### config.mk
export PLATFORM = sky130hd
export DESIGN_NAME = wb_commit_stage
export DESIGN_NICKNAME = d
export VERILOG_FILES = /design/src/rtl/wb_pkg.sv /design/src/rtl/wb_csr_file.sv /design/src/rtl/wb_commit_stage.sv
export SDC_FILE = /design/constraint.sdc
export NUM_CORES = 1
export LEC_CHECK = 0
export BUFFER_PORTS_ARGS = -buffer_cell sky130_fd_sc_hd__buf_2
export CORE_ASPECT_RATIO = 1.2
export CORE_MARGIN = 3
export CORE_UTILIZATION = 40
export DETAILED_ROUTE_END_ITERATION = 16
export HOLD_SLACK_MARGIN = 0.08
export SKIP_CTS_REPAIR_TIMING = 1
export SYNTH_ARGS = -nofsm -noshare
export SYNTH_HDL_FRONTEND = slang
export SYNTH_HIERARCHICAL = 1
export SYNTH_SLANG_ARGS = --single-unit
### constraint.sdc
create_clock -name clk -period 5.99 [get_ports clk]
set_input_delay 0.599 -clock clk [delete_from_list [all_inputs] [get_ports clk]]
set_output_delay 0.599 -clock clk [all_outputs]
set_load 0.02 [all_outputs]
### src/rtl/wb_pkg.sv
// Shared constants for the writeback/commit stage: CSR addresses, field
// positions, reset values and csr_op bit indices.
// Imported by wb_csr_file and wb_commit_stage.
package wb_pkg;

    // CSR addresses
    localparam logic [13:0] CSR_CRMD      = 14'h000;
    localparam logic [13:0] CSR_PRMD      = 14'h001;
    localparam logic [13:0] CSR_ESTAT     = 14'h005;
    localparam logic [13:0] CSR_ERA       = 14'h006;
    localparam logic [13:0] CSR_EENTRY    = 14'h00C;
    localparam logic [13:0] CSR_SAVE_BASE = 14'h030;

    // CRMD fields
    localparam int CRMD_PLV_LSB = 0;
    localparam int CRMD_PLV_W   = 2;
    localparam int CRMD_IE_BIT  = 2;

    // PRMD fields
    localparam int PRMD_PPLV_LSB = 0;
    localparam int PRMD_PIE_BIT  = 2;

    // ESTAT fields
    localparam int ESTAT_ECODE_LSB = 16;
    localparam int ESTAT_ECODE_W   = 6;
    localparam int ESTAT_ESUB_LSB  = 22;
    localparam int ESTAT_ESUB_W    = 9;

    // EENTRY: entry point is 64-byte aligned
    localparam int EENTRY_VA_LSB = 6;

    // Software-writable bits in the low 32 bits
    localparam logic [31:0] CRMD_WBITS  = 32'h0000_000F;
    localparam logic [31:0] PRMD_WBITS  = 32'h0000_0007;
    localparam logic [31:0] ESTAT_WBITS = 32'h0000_0003;

    // Reset values
    localparam logic [31:0] CRMD_RESET = 32'h0000_0008;   // DA = 1
    localparam logic [31:0] CSR_ZERO   = 32'h0000_0000;

    // csr_op bit indices, csr_op = {csrrd, csrwr, csrxchg, ertn}
    localparam int OP_ERTN    = 0;
    localparam int OP_CSRXCHG = 1;
    localparam int OP_CSRWR   = 2;
    localparam int OP_CSRRD   = 3;

endpackage

### src/rtl/wb_csr_file.sv
// Privileged CSR storage: CRMD, PRMD, ESTAT, ERA, EENTRY and NUM_SAVE SAVEn.
// Ports: combinational read by csr_num; masked write, exception and ertn
// updates land at the next clk edge; era/eentry exported for redirects.
module wb_csr_file
    import wb_pkg::*;
#(
    parameter int DATA_W   = 32,
    parameter int NUM_SAVE = 4
) (
    input  logic              clk,
    input  logic              reset,
    input  logic [13:0]       csr_num,
    output logic [DATA_W-1:0] csr_rdata,
    input  logic              csr_we,
    input  logic [DATA_W-1:0] csr_wdata,
    input  logic [DATA_W-1:0] csr_wmask,
    input  logic              ex_commit,
    input  logic [5:0]        ex_ecode,
    input  logic [8:0]        ex_esubcode,
    input  logic [DATA_W-1:0] ex_pc,
    input  logic              ertn_commit,
    output logic [DATA_W-1:0] era,
    output logic [DATA_W-1:0] eentry
);

    localparam logic [DATA_W-1:0] CRMD_WM   = DATA_W'(CRMD_WBITS);
    localparam logic [DATA_W-1:0] PRMD_WM   = DATA_W'(PRMD_WBITS);
    localparam logic [DATA_W-1:0] ESTAT_WM  = DATA_W'(ESTAT_WBITS);
    localparam logic [DATA_W-1:0] EENTRY_WM =
        {{(DATA_W-EENTRY_VA_LSB){1'b1}}, {EENTRY_VA_LSB{1'b0}}};

    logic [DATA_W-1:0] crmd_r;
    logic [DATA_W-1:0] prmd_r;
    logic [DATA_W-1:0] estat_r;
    logic [DATA_W-1:0] era_r;
    logic [DATA_W-1:0] eentry_r;
    logic [DATA_W-1:0] save_r [NUM_SAVE];

    // Only bits that are both selected by the instruction mask and
    // software-writable in the target register change.
    function automatic logic [DATA_W-1:0] merge(input logic [DATA_W-1:0] old,
                                                 input logic [DATA_W-1:0] wbits);
        logic [DATA_W-1:0] m;
        m = csr_wmask & wbits;
        return (old & ~m) | (csr_wdata & m);
    endfunction

    always_comb begin
        csr_rdata = '0;
        case (csr_num)
            CSR_CRMD:   csr_rdata = crmd_r;
            CSR_PRMD:   csr_rdata = prmd_r;
            CSR_ESTAT:  csr_rdata = estat_r;
            CSR_ERA:    csr_rdata = era_r;
            CSR_EENTRY: csr_rdata = eentry_r;
            default:    ;
        endcase
        for (int i = 0; i < NUM_SAVE; i++) begin
            if (csr_num == CSR_SAVE_BASE + 14'(i)) csr_rdata = save_r[i];
        end
    end

    always_ff @(posedge clk) begin
        if (reset) begin
            crmd_r   <= DATA_W'(CRMD_RESET);
            prmd_r   <= DATA_W'(CSR_ZERO);
            estat_r  <= DATA_W'(CSR_ZERO);
            era_r    <= DATA_W'(CSR_ZERO);
            eentry_r <= DATA_W'(CSR_ZERO);
            for (int i = 0; i < NUM_SAVE; i++) save_r[i] <= '0;
        end else if (ex_commit) begin
            prmd_r[PRMD_PPLV_LSB +: CRMD_PLV_W]       <= crmd_r[CRMD_PLV_LSB +: CRMD_PLV_W];
            prmd_r[PRMD_PIE_BIT]                      <= crmd_r[CRMD_IE_BIT];
            crmd_r[CRMD_PLV_LSB +: CRMD_PLV_W]        <= '0;
            crmd_r[CRMD_IE_BIT]                       <= 1'b0;
            estat_r[ESTAT_ECODE_LSB +: ESTAT_ECODE_W] <= ex_ecode;
            estat_r[ESTAT_ESUB_LSB +: ESTAT_ESUB_W]   <= ex_esubcode;
            era_r                                     <= ex_pc;
        end else if (ertn_commit) begin
            crmd_r[CRMD_PLV_LSB +: CRMD_PLV_W] <= prmd_r[PRMD_PPLV_LSB +: CRMD_PLV_W];
            crmd_r[CRMD_IE_BIT]                <= prmd_r[PRMD_PIE_BIT];
        end else if (csr_we) begin
            case (csr_num)
                CSR_CRMD:   crmd_r   <= merge(crmd_r,   CRMD_WM);
                CSR_PRMD:   prmd_r   <= merge(prmd_r,   PRMD_WM);
                CSR_ESTAT:  estat_r  <= merge(estat_r,  ESTAT_WM);
                CSR_ERA:    era_r    <= merge(era_r,    '1);
                CSR_EENTRY: eentry_r <= merge(eentry_r, EENTRY_WM);
                default:    ;
            endcase
            for (int i = 0; i < NUM_SAVE; i++) begin
                if (csr_num == CSR_SAVE_BASE + 14'(i)) save_r[i] <= merge(save_r[i], '1);
            end
        end
    end

    assign era    = era_r;
    assign eentry = eentry_r;

endmodule

### src/rtl/wb_commit_stage.sv
// Writeback/commit stage: one-entry pipe register from MEM, GPR retire,
// CSR access, exception/ertn commit with a one-cycle flush + redirect.
// Ports: ms_* handshake in, rf_* write port, flush/flush_target, debug trace.
module wb_commit_stage
    import wb_pkg::*;
#(
    parameter int DATA_W   = 32,
    parameter int RF_AW    = 5,
    parameter int NUM_SAVE = 4
) (
    input  logic              clk,
    input  logic              reset,
    input  logic              ms_to_ws_valid,
    output logic              ws_allowin,
    input  logic [DATA_W-1:0] ms_pc,
    input  logic              ms_gr_we,
    input  logic [RF_AW-1:0]  ms_dest,
    input  logic [DATA_W-1:0] ms_result,
    input  logic [3:0]        ms_csr_op,
    input  logic [13:0]       ms_csr_num,
    input  logic [DATA_W-1:0] ms_csr_wdata,
    input  logic [DATA_W-1:0] ms_csr_wmask,
    input  logic              ms_ex,
    input  logic [5:0]        ms_ecode,
    input  logic [8:0]        ms_esubcode,
    output logic              rf_we,
    output logic [RF_AW-1:0]  rf_waddr,
    output logic [DATA_W-1:0] rf_wdata,
    output logic              flush,
    output logic [DATA_W-1:0] flush_target,
    output logic [DATA_W-1:0] debug_wb_pc,
    output logic [3:0]        debug_wb_rf_we,
    output logic [RF_AW-1:0]  debug_wb_rf_wnum,
    output logic [DATA_W-1:0] debug_wb_rf_wdata
);

    logic              ws_valid;
    logic              ws_ready_go;
    logic [DATA_W-1:0] ws_pc;
    logic              ws_gr_we;
    logic [RF_AW-1:0]  ws_dest;
    logic [DATA_W-1:0] ws_result;
    logic [3:0]        ws_csr_op;
    logic [13:0]       ws_csr_num;
    logic [DATA_W-1:0] ws_csr_wdata;
    logic [DATA_W-1:0] ws_csr_wmask;
    logic              ws_ex;
    logic [5:0]        ws_ecode;
    logic [8:0]        ws_esubcode;

    logic              do_ex;
    logic              do_ertn;
    logic              do_csr;
    logic              csr_we;
    logic [DATA_W-1:0] csr_mask;
    logic [DATA_W-1:0] csr_rdata;
    logic [DATA_W-1:0] era;
    logic [DATA_W-1:0] eentry;

    assign ws_ready_go = 1'b1;
    assign ws_allowin  = !ws_valid || ws_ready_go;

    // A flushing commit kills whatever MEM offers in the same cycle, since
    // upstream is being flushed too.
    always_ff @(posedge clk) begin
        if (reset) begin
            ws_valid <= 1'b0;
        end else if (flush) begin
            ws_valid <= 1'b0;
        end else if (ws_allowin) begin
            ws_valid <= ms_to_ws_valid;
        end
    end

    always_ff @(posedge clk) begin
        if (ms_to_ws_valid && ws_allowin) begin
            ws_pc        <= ms_pc;
            ws_gr_we     <= ms_gr_we;
            ws_dest      <= ms_dest;
            ws_result    <= ms_result;
            ws_csr_op    <= ms_csr_op;
            ws_csr_num   <= ms_csr_num;
            ws_csr_wdata <= ms_csr_wdata;
            ws_csr_wmask <= ms_csr_wmask;
            ws_ex        <= ms_ex;
            ws_ecode     <= ms_ecode;
            ws_esubcode  <= ms_esubcode;
        end
    end

    // Priority: exception > ertn > CSR access > plain writeback.
    assign do_ex    = ws_valid && ws_ex;
    assign do_ertn  = ws_valid && !ws_ex && ws_csr_op[OP_ERTN];
    assign do_csr   = ws_valid && !ws_ex && !ws_csr_op[OP_ERTN] &&
                      (ws_csr_op[OP_CSRRD] || ws_csr_op[OP_CSRWR] || ws_csr_op[OP_CSRXCHG]);
    assign csr_we   = do_csr && (ws_csr_op[OP_CSRWR] || ws_csr_op[OP_CSRXCHG]);
    assign csr_mask = ws_csr_op[OP_CSRXCHG] ? ws_csr_wmask : '1;

    wb_csr_file #(
        .DATA_W   (DATA_W),
        .NUM_SAVE (NUM_SAVE)
    ) u_csr (
        .clk         (clk),
        .reset       (reset),
        .csr_num     (ws_csr_num),
        .csr_rdata   (csr_rdata),
        .csr_we      (csr_we),
        .csr_wdata   (ws_csr_wdata),
        .csr_wmask   (csr_mask),
        .ex_commit   (do_ex),
        .ex_ecode    (ws_ecode),
        .ex_esubcode (ws_esubcode),
        .ex_pc       (ws_pc),
        .ertn_commit (do_ertn),
        .era         (era),
        .eentry      (eentry)
    );

    assign rf_we        = ws_valid && !ws_ex && !ws_csr_op[OP_ERTN] && ws_gr_we;
    assign rf_waddr     = ws_dest;
    assign rf_wdata     = do_csr ? csr_rdata : ws_result;
    assign flush        = do_ex || do_ertn;
    assign flush_target = do_ex ? eentry : era;

    assign debug_wb_pc       = ws_pc;
    assign debug_wb_rf_we    = {4{rf_we}};
    assign debug_wb_rf_wnum  = rf_waddr;
    assign debug_wb_rf_wdata = rf_wdata;

endmodule
* Word-level counts from Yosys, hierarchy flattened
Memories as Yosys holds them, arrays and structs flattened.
Cells that the tools add are included.
** Storage, ports and cells
- RAM bits :: 128
- Output and inout port bits :: 145
- Input port bits :: 171
- Bits in registers :: 329
- Word-level logic and storage cells :: 147
- Memories :: 1
** Operators by class
- Multiplexer cells :: 53
- Equality and inequality tests :: 9
- Reduce and logical (&&, ||, !) cells :: 30
- Bitwise operators :: 34
** Memories
- u_csr.save_r :: depth 4, width 32, rd ports 4, clocked after memory_dff 0, wr ports 4, line wb_csr_file.sv:37 : logic [DATA_W-1:0] save_r [NUM_SAVE];
** Operator list (number)
- $mux W32 :: 15
- $and A32 B32 Y32 :: 11
- $or A32 B32 Y32 :: 9
- $pmux W32 S5 :: 1
- $mux W31 :: 3
- $not A32 Y32 :: 2
- $eq A14 B6 Y1 const B :: 4
- $and A32 B2 Y32 :: 1
- $and A32 B3 Y32 :: 1
- $and A32 B4 Y32 :: 1
- $not A2 Y32 :: 1
- $not A3 Y32 :: 1
- $not A4 Y32 :: 1
- $eq A14 B3 Y1 const B :: 2
- $mux W1 :: 26
- $mux W3 :: 7
- $reduce_and A4 Y1 :: 4
- $mux W15 :: 1
- $eq A14 B1 Y1 const B :: 1
- $eq A14 B4 Y1 const B :: 1
- $logic_not A14 Y1 :: 1
- $reduce_bool A2 Y1 :: 6
- $reduce_and A3 Y1 :: 3
- $logic_and A1 B1 Y1 :: 7
- 7 further kinds :: 16

* Logic depth before layout (Yosys ltp)
Gate-level depths: netlist (run 1).
- Word-level depth :: 11
- Gate-level depth with buffers :: 9
- Mapped depth without buffers :: 6

* Modules after synthesis
The synthesis (run 1) kept the hierarchy.
** By module, submodules not included
- wb_csr_file :: sequential area each 5485.3 um^2, area each 11227.0 um^2, cells an instance 1224, instances 1
- wb_commit_stage :: sequential area each 5064.9 um^2, area each 6578.8 um^2, cells an instance 326, instances 1

* Least setup slack after synthesis (run 1)
Ideal clock, no wire load.
- Path kind :: register to output
- Start point :: reg ws_csr_num[9]
- End point :: out rf_wdata[0]
- Path slack :: 3.020 ns
- Arrival time :: 2.371 ns
- Buffers on the path :: 3
- Stages on the path, launching flop included :: 9
- Data required time :: 5.391 ns
- Cells stage by stage :: edfxtp_1 or4_1 buf_6 nor4_4 buf_6 o21a_1 o22ai_1 mux2_2 buf_4
** On the way
- Longest elaborated chain between the ends :: 7
- Elaborated cells on any way between the ends :: 15
- Classes of those cells :: eq/ne (8); mux (6); reduce/logical (1)
** Ends and longest elaborated chain
- start, declared :: line wb_commit_stage.sv:44 : logic [13:0] ws_csr_num;
- start signal, assigned :: line wb_commit_stage.sv:82 : ws_csr_num <= ms_csr_num;
- $eq A14 B4 Y1 (tied with other cells) :: line wb_csr_file.sv:50 : case (csr_num)
- $pmux W32 S5 :: line wb_csr_file.sv:50
- $mux W32 (3 in series) :: line wb_csr_file.sv:59 : if (csr_num == CSR_SAVE_BASE + 14'(i)) csr_rdata = save_r[i];
- $mux W32 * :: line wb_csr_file.sv:59
- net csr_rdata[0] :: line wb_commit_stage.sv:56 : logic [DATA_W-1:0] csr_rdata;
- $mux W32 * :: line wb_commit_stage.sv:121 : assign rf_wdata = do_csr ? csr_rdata : ws_result;
- end, declared :: line wb_commit_stage.sv:28 : output logic [DATA_W-1:0] rf_wdata,
The timed path passes the listed nets; every way through them passes the cells marked *.

* Worst setup path in the final report (run 1)
- Start point :: reg ws_csr_num[9]
- End point :: out rf_wdata[31]
Same word-level chain as after synthesis.

==> summary.md, run 1 <==
| Metric | Value |
|---|---|
| Status | `completed` |
| Area leader, netlist | `edfxtp_1` |
| Most common cell in the netlist | `edfxtp_1` |
| R2r startpoint | `ws_ex` |
| GRT overflow | `0` |
| Normalized max-slew margin | `0.183` |
| Critical Path RT | `5.39 ns` |
| Net switching power figure | `0.00157 W` |
| Clock-pin slew on the worst setup and hold paths | `0.06 ns` |
| Crit path buf inv count | `2` |
| Largest net degree at the start of global routing | `98` |
| Core area | `43900 um2` |
| Final #Nets | `1956` |
| Cell variety after synth | `62` |
| Kind of critical path | `flop to output port` |
| EDFF count, synth | `296` |
| Final worst setup slack | `1.28 ns` |
| Type of the most critical hold path | `input pin to flop` |
| Vias in the first global route | `13.3k` |
| CP Launch Type | `flop` |
| Mapped cell area | `17800 um2` |
| Worst R2R End | `u_csr/save_r[2][0]` |
| Flop pwr share | `0.478` |
| Net Sw Frac | `0.245` |
| Area grow syn2layout | `17.5%` |
| Worst EP arrival | `4.11 ns` |
| Async SR Flop Fraction | `0` |
| R2R depth | `7` |
| Crit path capture | `rf_wdata[31]` |
| Clk_lat worst skew | `0.57 ns` |
| Max Cap Violations | `0` |
| Vias/cell | `5.70` |
| Gr usage total | `0.225` |
| Clock buffer depth | `3` |
| Logic pwr share | `0.100` |
| Detailed Place HPWL | `33.8 mm` |
| Final Hold Vio Count | `0` |
| Post-DRT Antenna Nets | `0` |
| Routed Wire Length | `54.6 mm` |
| Vias | `13.6k` |
| IO Count | `316` |
| Leak | `7.98 nW` |
| CP max FO | `19` |
| P_int | `0.00484 W` |
| Synth top area share | `0.499` |
| Initial Util | `0.405` |
| CP delay by family, top | `simple AND/OR/NAND/NOR gates` |
| CP Cell Sequence | `or4_1 -> nor4_4 -> buf_4 -> a222oi_1 -> a21oi_1 -> mux2_2 -> buf_2` |
| Synth area leaders | `edfxtp_1, dfxtp_1, a21oi_1` |
| FP Rows | `84` |
| CTS H-tree depth | `2` |
| Ys flop type | `edfxtp_1` |
| Fin. max-slew vios | `0` |
| Final Power | `0.00642 W` |
| Mapped Cells | `1550` |
| Width of the die | `199 um` |
| Slowest cell on the critical path | `nor4_4` |
| Number of detailed-route iterations in the first pass | `6` |
| Die Ht | `237 um` |
| Crit share post-route | `0.786` |
| First DRT Iteration DRCs | `1160` |
| Final Setup Violations | `0` |
| CTS tree | `yes` |
| Pwr Density | `307 nW/um2` |
| Setup WS pre-CTS | `1.92 ns` |
| Synth top cells by count | `edfxtp_1, nand2_1, a21oi_1` |
| Clk_skew | `0.0155 ns` |
| Post-route DRC | `0` |
| Root Buffer | `clkbuf_16` |
| Share of layout cells above drive strength 1 | `0.287` |
| Syn Area/Cell | `11.5 um2` |
| Worst-margin pin slew | `1.23 ns` |
| #FFs+latches synth | `379` |
| Number of CTS-inserted buffers | `43` |
| Post-Route Utilization | `0.476` |
| Max Fclk | `212 MHz` |
| WP depth | `7` |
| Port buffer count | `314` |
| CP Launch Point | `ws_csr_num[9]` |
| Max stage delay on crit path | `0.96 ns` |
| CP Capture Type | `output port` |
| DR WL/cell | `22.9 um` |
| Crit path time final | `4.71 ns` |
| Setup TNS | `0 ns` |
| Initial antenna violation count | `5` |
| RSZ-0062 raised after global routing | `false` |
| GPL Wtd Cong | `0.848` |
| Sink Count | `379` |
| Ys Warns | `6` |
| Global-route wire length before repair | `80.4 mm` |
| Post-synthesis sequential area ratio | `0.593` |
| Die area | `47100 um2` |
| Clk network pwr share | `0.423` |
| Peak VDD IR | `243 uV` |
| Reg2reg setup slack | `1.96 ns` |
[per-layer routing]
metal | up-vias | part of all wire | global-route usage
li1 | 6232 | - | -
met1 | 6561 | 0.39 | 0.280
met2 | 626 | 0.50 | 0.395
met3 | 136 | 0.066 | 0.0309
met4 | 0 | 0.039 | 0.0861
met5 | - | 0 | 0
[metrics by stage]
step	std cells	instance area [um2]	hold WS [ns]
after floorplan	1555	17800	0.453
after global placement	2299	19500	0.467
after detailed placement	2299	19500	0.476
after CTS	2378	20900	0.173
after global routing	2379	20900	0.183
final	2379	20900	0.204
[kinds of logic (layout without fill, tap and decap cells)]
family | after synthesis | in the layout | share of synthesized area
buffers and inverters | 216 | 480 | 0.0630
AOI/OAI and AO/OA | 444 | 444 | 0.156
DFF | 379 | 379 | 0.593
and+or+nand+nor | 408 | 408 | 0.120
other | 2 | 8 | 0.000422
muxes | 101 | 101 | 0.0688
[cell usage in the layout (no fill, tap or decap), drive strengths merged, types with 7 or more instances in the layout]
cell type    n
nand3b      26
nor2        27
o21ai       90
mux2i       20
a31oi       35
nor4        12
nor2b       16
nand4       33
o22ai       32
a211o       12
a22o         7
nand2      197
a22oi       17
a21oi      179
a221oi      31
mux2        81
clkbuf      67
conb         7
and2        15
nand2b      45
inv         66
buf        334
edfxtp     296
a222oi      11
dfxtp       83
[worst min path at each step]
stage,cells after the start,startpoint,slack [ns],end
2_1_floorplan,2,flop,0.45,flop
3_3_place_gp,2,flop,0.47,flop
3_5_place_dp,2,flop,0.48,flop
4_1_cts,1,ms_csr_wdata[18],0.17,ws_csr_wdata[18]
5_1_grt,1,ms_csr_wdata[18],0.18,ws_csr_wdata[18]
6_report,1,ms_csr_wdata[18],0.20,ws_csr_wdata[18]
[layout make-up]
| type | instances | area [um2] |
|---|---|---|
| fillers | 4067 | 23000 |
| flip-flops and latches | 379 | 10600 |
| multi-input cells | 960 | 6220 |
| repair buffers | 335 | 1740 |
| clock buffers | 66 | 1320 |
| well taps | 559 | 699 |
| inverters | 66 | 250 |
| clock inverters | 13 | 146 |
| diodes | 1 | 2.50 |
[power by group through the flow]
stage	clock network [W]	registers, W	logic, W
after floorplan	0	0.00311	0.000398
after CTS	0.00277	0.00306	0.000645
after global routing	0.00287	0.00308	0.000693
after global placement	0	0.00311	0.000640
after detailed placement	0	0.00312	0.000642
final	0.00271	0.00306	0.000641
(Power assumes the default switching activity.)
==> inputs of run 2 (changes only) <==
==> constraint.sdc (replaced) <==
create_clock -name clk -period 4.2 [get_ports clk]
set_input_delay 0.42 -clock clk [delete_from_list [all_inputs] [get_ports clk]]
set_output_delay 0.42 -clock clk [all_outputs]
set_load 0.02 [all_outputs]
==> run 2 against run 1 <==
  * Clock skew down 0.0038 ns
  * Utilization up 4.0 points
  * Final cell count up 7.8%
  * Critical path type unchanged
  * Largest power group unchanged
==> summary.md, run 2 (synthesis gave the netlist of run 1 again) <==
| Metric | Value |
|---|---|
| Share of layout cells above drive strength 1 | `0.268 (was 0.287)` |
| Leak | `8.75 nW (was 7.98 nW)` |
| Final Setup Violations | `0 (unchanged)` |
| First DRT Iteration DRCs | `1151 (was 1160)` |
| Max stage delay on crit path | `0.80 ns (was 0.96 ns)` |
| Max Fclk | `259 MHz` |
| Clk network pwr share | `0.408 (was 0.423)` |
| RSZ-0062 raised after global routing | `false (unchanged)` |
| Number of detailed-route iterations in the first pass | `6 (unchanged)` |
| Die area | `47100 um2 (unchanged)` |
| R2R depth | `5 (was 7)` |
| Global-route wire length before repair | `80.4 mm (about the same)` |
| Net Sw Frac | `0.250 (was 0.245)` |
| CP Launch Type | `flop (unchanged)` |
| Core area | `43900 um2 (unchanged)` |
| Final Hold Vio Count | `0 (unchanged)` |
| Initial Util | `0.405 (unchanged)` |
| CP Cell Sequence | `or4_1 -> nor4_4 -> buf_4 -> a222oi_1 -> a21oi_1 -> mux2_2 -> buf_2 (unchanged)` |
| Normalized max-slew margin | `0.351 (was 0.183)` |
| Routed Wire Length | `56.9 mm (was 54.6 mm)` |
| Number of CTS-inserted buffers | `42 (was 43)` |
| Setup TNS | `0 ns (unchanged)` |
| Detailed Place HPWL | `35.6 mm (was 33.8 mm)` |
| Width of the die | `199 um (unchanged)` |
| CTS tree | `yes (unchanged)` |
| Net switching power figure | `0.00229 W (was 0.00157 W)` |
| Peak VDD IR | `327 uV (was 243 uV)` |
| Slowest cell on the critical path | `or4_1 (was nor4_4)` |
| Die Ht | `237 um (unchanged)` |
| Flop pwr share | `0.477 (was 0.478)` |
| Layout fillers | `3873 (was 4067)` |
| Most common cell after layout, fill and taps aside | `buf_2 (unchanged)` |
| Status | `completed (unchanged)` |
| Port buffer count | `314 (unchanged)` |
| Pwr Density | `404 nW/um2 (was 307 nW/um2)` |
| Non-filler cells, final | `2564 (was 2379)` |
| Worst-margin pin slew | `0.974 ns (was 1.23 ns)` |
| Clock buffer depth | `3 (unchanged)` |
| Sink Count | `379 (unchanged)` |
| Met1 Usage GRT | `0.286 (was 0.280)` |
| Root Buffer | `clkbuf_16 (unchanged)` |
| Gr busiest metal | `met2 (unchanged)` |
| Post-layout instance area | `22700 um2 (was 20900 um2)` |
| Kind of critical path | `flop to output port (unchanged)` |
| Max Cap Violations | `0 (unchanged)` |
| Most frequent cells in the layout | `buf_2, edfxtp_1, nand2_1 (unchanged)` |
| Vias in the first global route | `13.2k (was 13.3k)` |
| CTS H-tree depth | `2 (unchanged)` |
| Crit path time final | `3.87 ns` |
| CP max FO | `28 (was 19)` |
| CP Capture Type | `output port (unchanged)` |
| Hold depth | `1 (unchanged)` |
| Placed inst area | `19600 um2 (was 19500 um2)` |
| P_int | `0.00687 W (was 0.00484 W)` |
| Final #Nets | `2142 (was 1956)` |
| Area grow syn2layout | `27.4% (was 17.5%)` |
| Final worst setup slack | `0.333 ns (was 1.28 ns)` |
| Fin. max-slew vios | `0 (unchanged)` |
| Largest net degree at the start of global routing | `79 (was 98)` |
| Global routing usage on met2 | `0.384 (was 0.395)` |
| Vias | `14.2k (was 13.6k)` |
| Post-route DRC | `0 (unchanged)` |
| Placed Cells | `2319 (was 2299)` |
| Initial antenna violation count | `1 (was 5)` |
| Type of the most critical hold path | `input pin to flop (unchanged)` |
| GRT overflow | `0 (unchanged)` |
| CP delay by family, top | `simple AND/OR/NAND/NOR gates (unchanged)` |
| Worst EP arrival | `3.45 ns (was 4.11 ns)` |
| Setup WS pre-CTS | `0.951 ns (was 1.92 ns)` |
| DR WL/cell | `22.2 um (was 22.9 um)` |
| Logic pwr share | `0.115 (was 0.100)` |
| Met3 usage | `0.0343 (was 0.0309)` |
| Crit share post-route | `0.921` |
| Vias/cell | `5.53 (was 5.70)` |
| IO Count | `316 (unchanged)` |
| Post-DRT Antenna Nets | `0 (unchanged)` |
| Clk_lat worst skew | `0.57 ns (about the same)` |
| WP depth | `7 (unchanged)` |
| Crit path buf inv count | `2 (unchanged)` |
| Clk_skew | `0.0117 ns (was 0.0155 ns)` |
| Clock-pin slew on the worst setup and hold paths | `0.06 ns (about the same)` |
| FP Rows | `84 (unchanged)` |
| GPL Wtd Cong | `0.899 (was 0.848)` |
| Critical Path RT | `3.78 ns (was 5.39 ns)` |
| Gr usage total | `0.225 (about the same)` |
[run 2: area by class of cell]
cell class / instances / area, um2 / area share
timing repair buffer: 522 / 3600 / 0.159
clock buffer: 59 / 1170 / 0.0514
sequential: 379 / 10600 / 0.465
clock inverter: 18 / 204 / 0.00899
tap: 559 / 699 / 0.0308
antenna: 1 / 2.50 / 0.000110
inverter: 66 / 250 / 0.0110
multi-input combinational: 960 / 6220 / 0.274
[run 2: path summary, 6_finish.rpt]
| check | from | to | slack, ns |
|---|---|---|---|
| hold / removal | ms_csr_num[0] | ws_csr_num[0] | 0.12 |
| setup reg to reg | ws_csr_num[8] | u_csr/save_r[0][7] | 1.05 |
| hold reg to reg | ws_esubcode[1] | u_csr/estat_r[23] | 0.49 |
| setup / recovery | ws_csr_num[8] | debug_wb_rf_wdata[31] | 0.33 |
[run 2: power groups by stage]
stage | clock [W] | combinational [W] | sequential (W)
after floorplan | 0 | 0.000567 | 0.00444
after global placement | 0 | 0.000926 | 0.00444
after detailed placement | 0 | 0.000931 | 0.00445
after CTS | 0.00383 | 0.000936 | 0.00437
after global routing | 0.00397 | 0.00114 | 0.00439
final | 0.00373 | 0.00106 | 0.00437
[run 2: metrics by stage]
stage	hold slack (ns)	total power, W	utilization
2_1_floorplan	0.453	0.00501	-
3_3_place_gp	0.469	0.00537	0.447
3_5_place_dp	0.478	0.00538	0.447
4_1_cts	-0.0130	0.00914	0.478
5_1_grt	0.0886	0.00950	0.516
6_report	0.120	0.00916	0.517
[run 2: routing by layer]
layer	share of wire	vias to the layer above
met2	0.51	579
met4	0.031	0
met5	0	-
li1	-	6597
met1	0.40	6902
met3	0.061	96
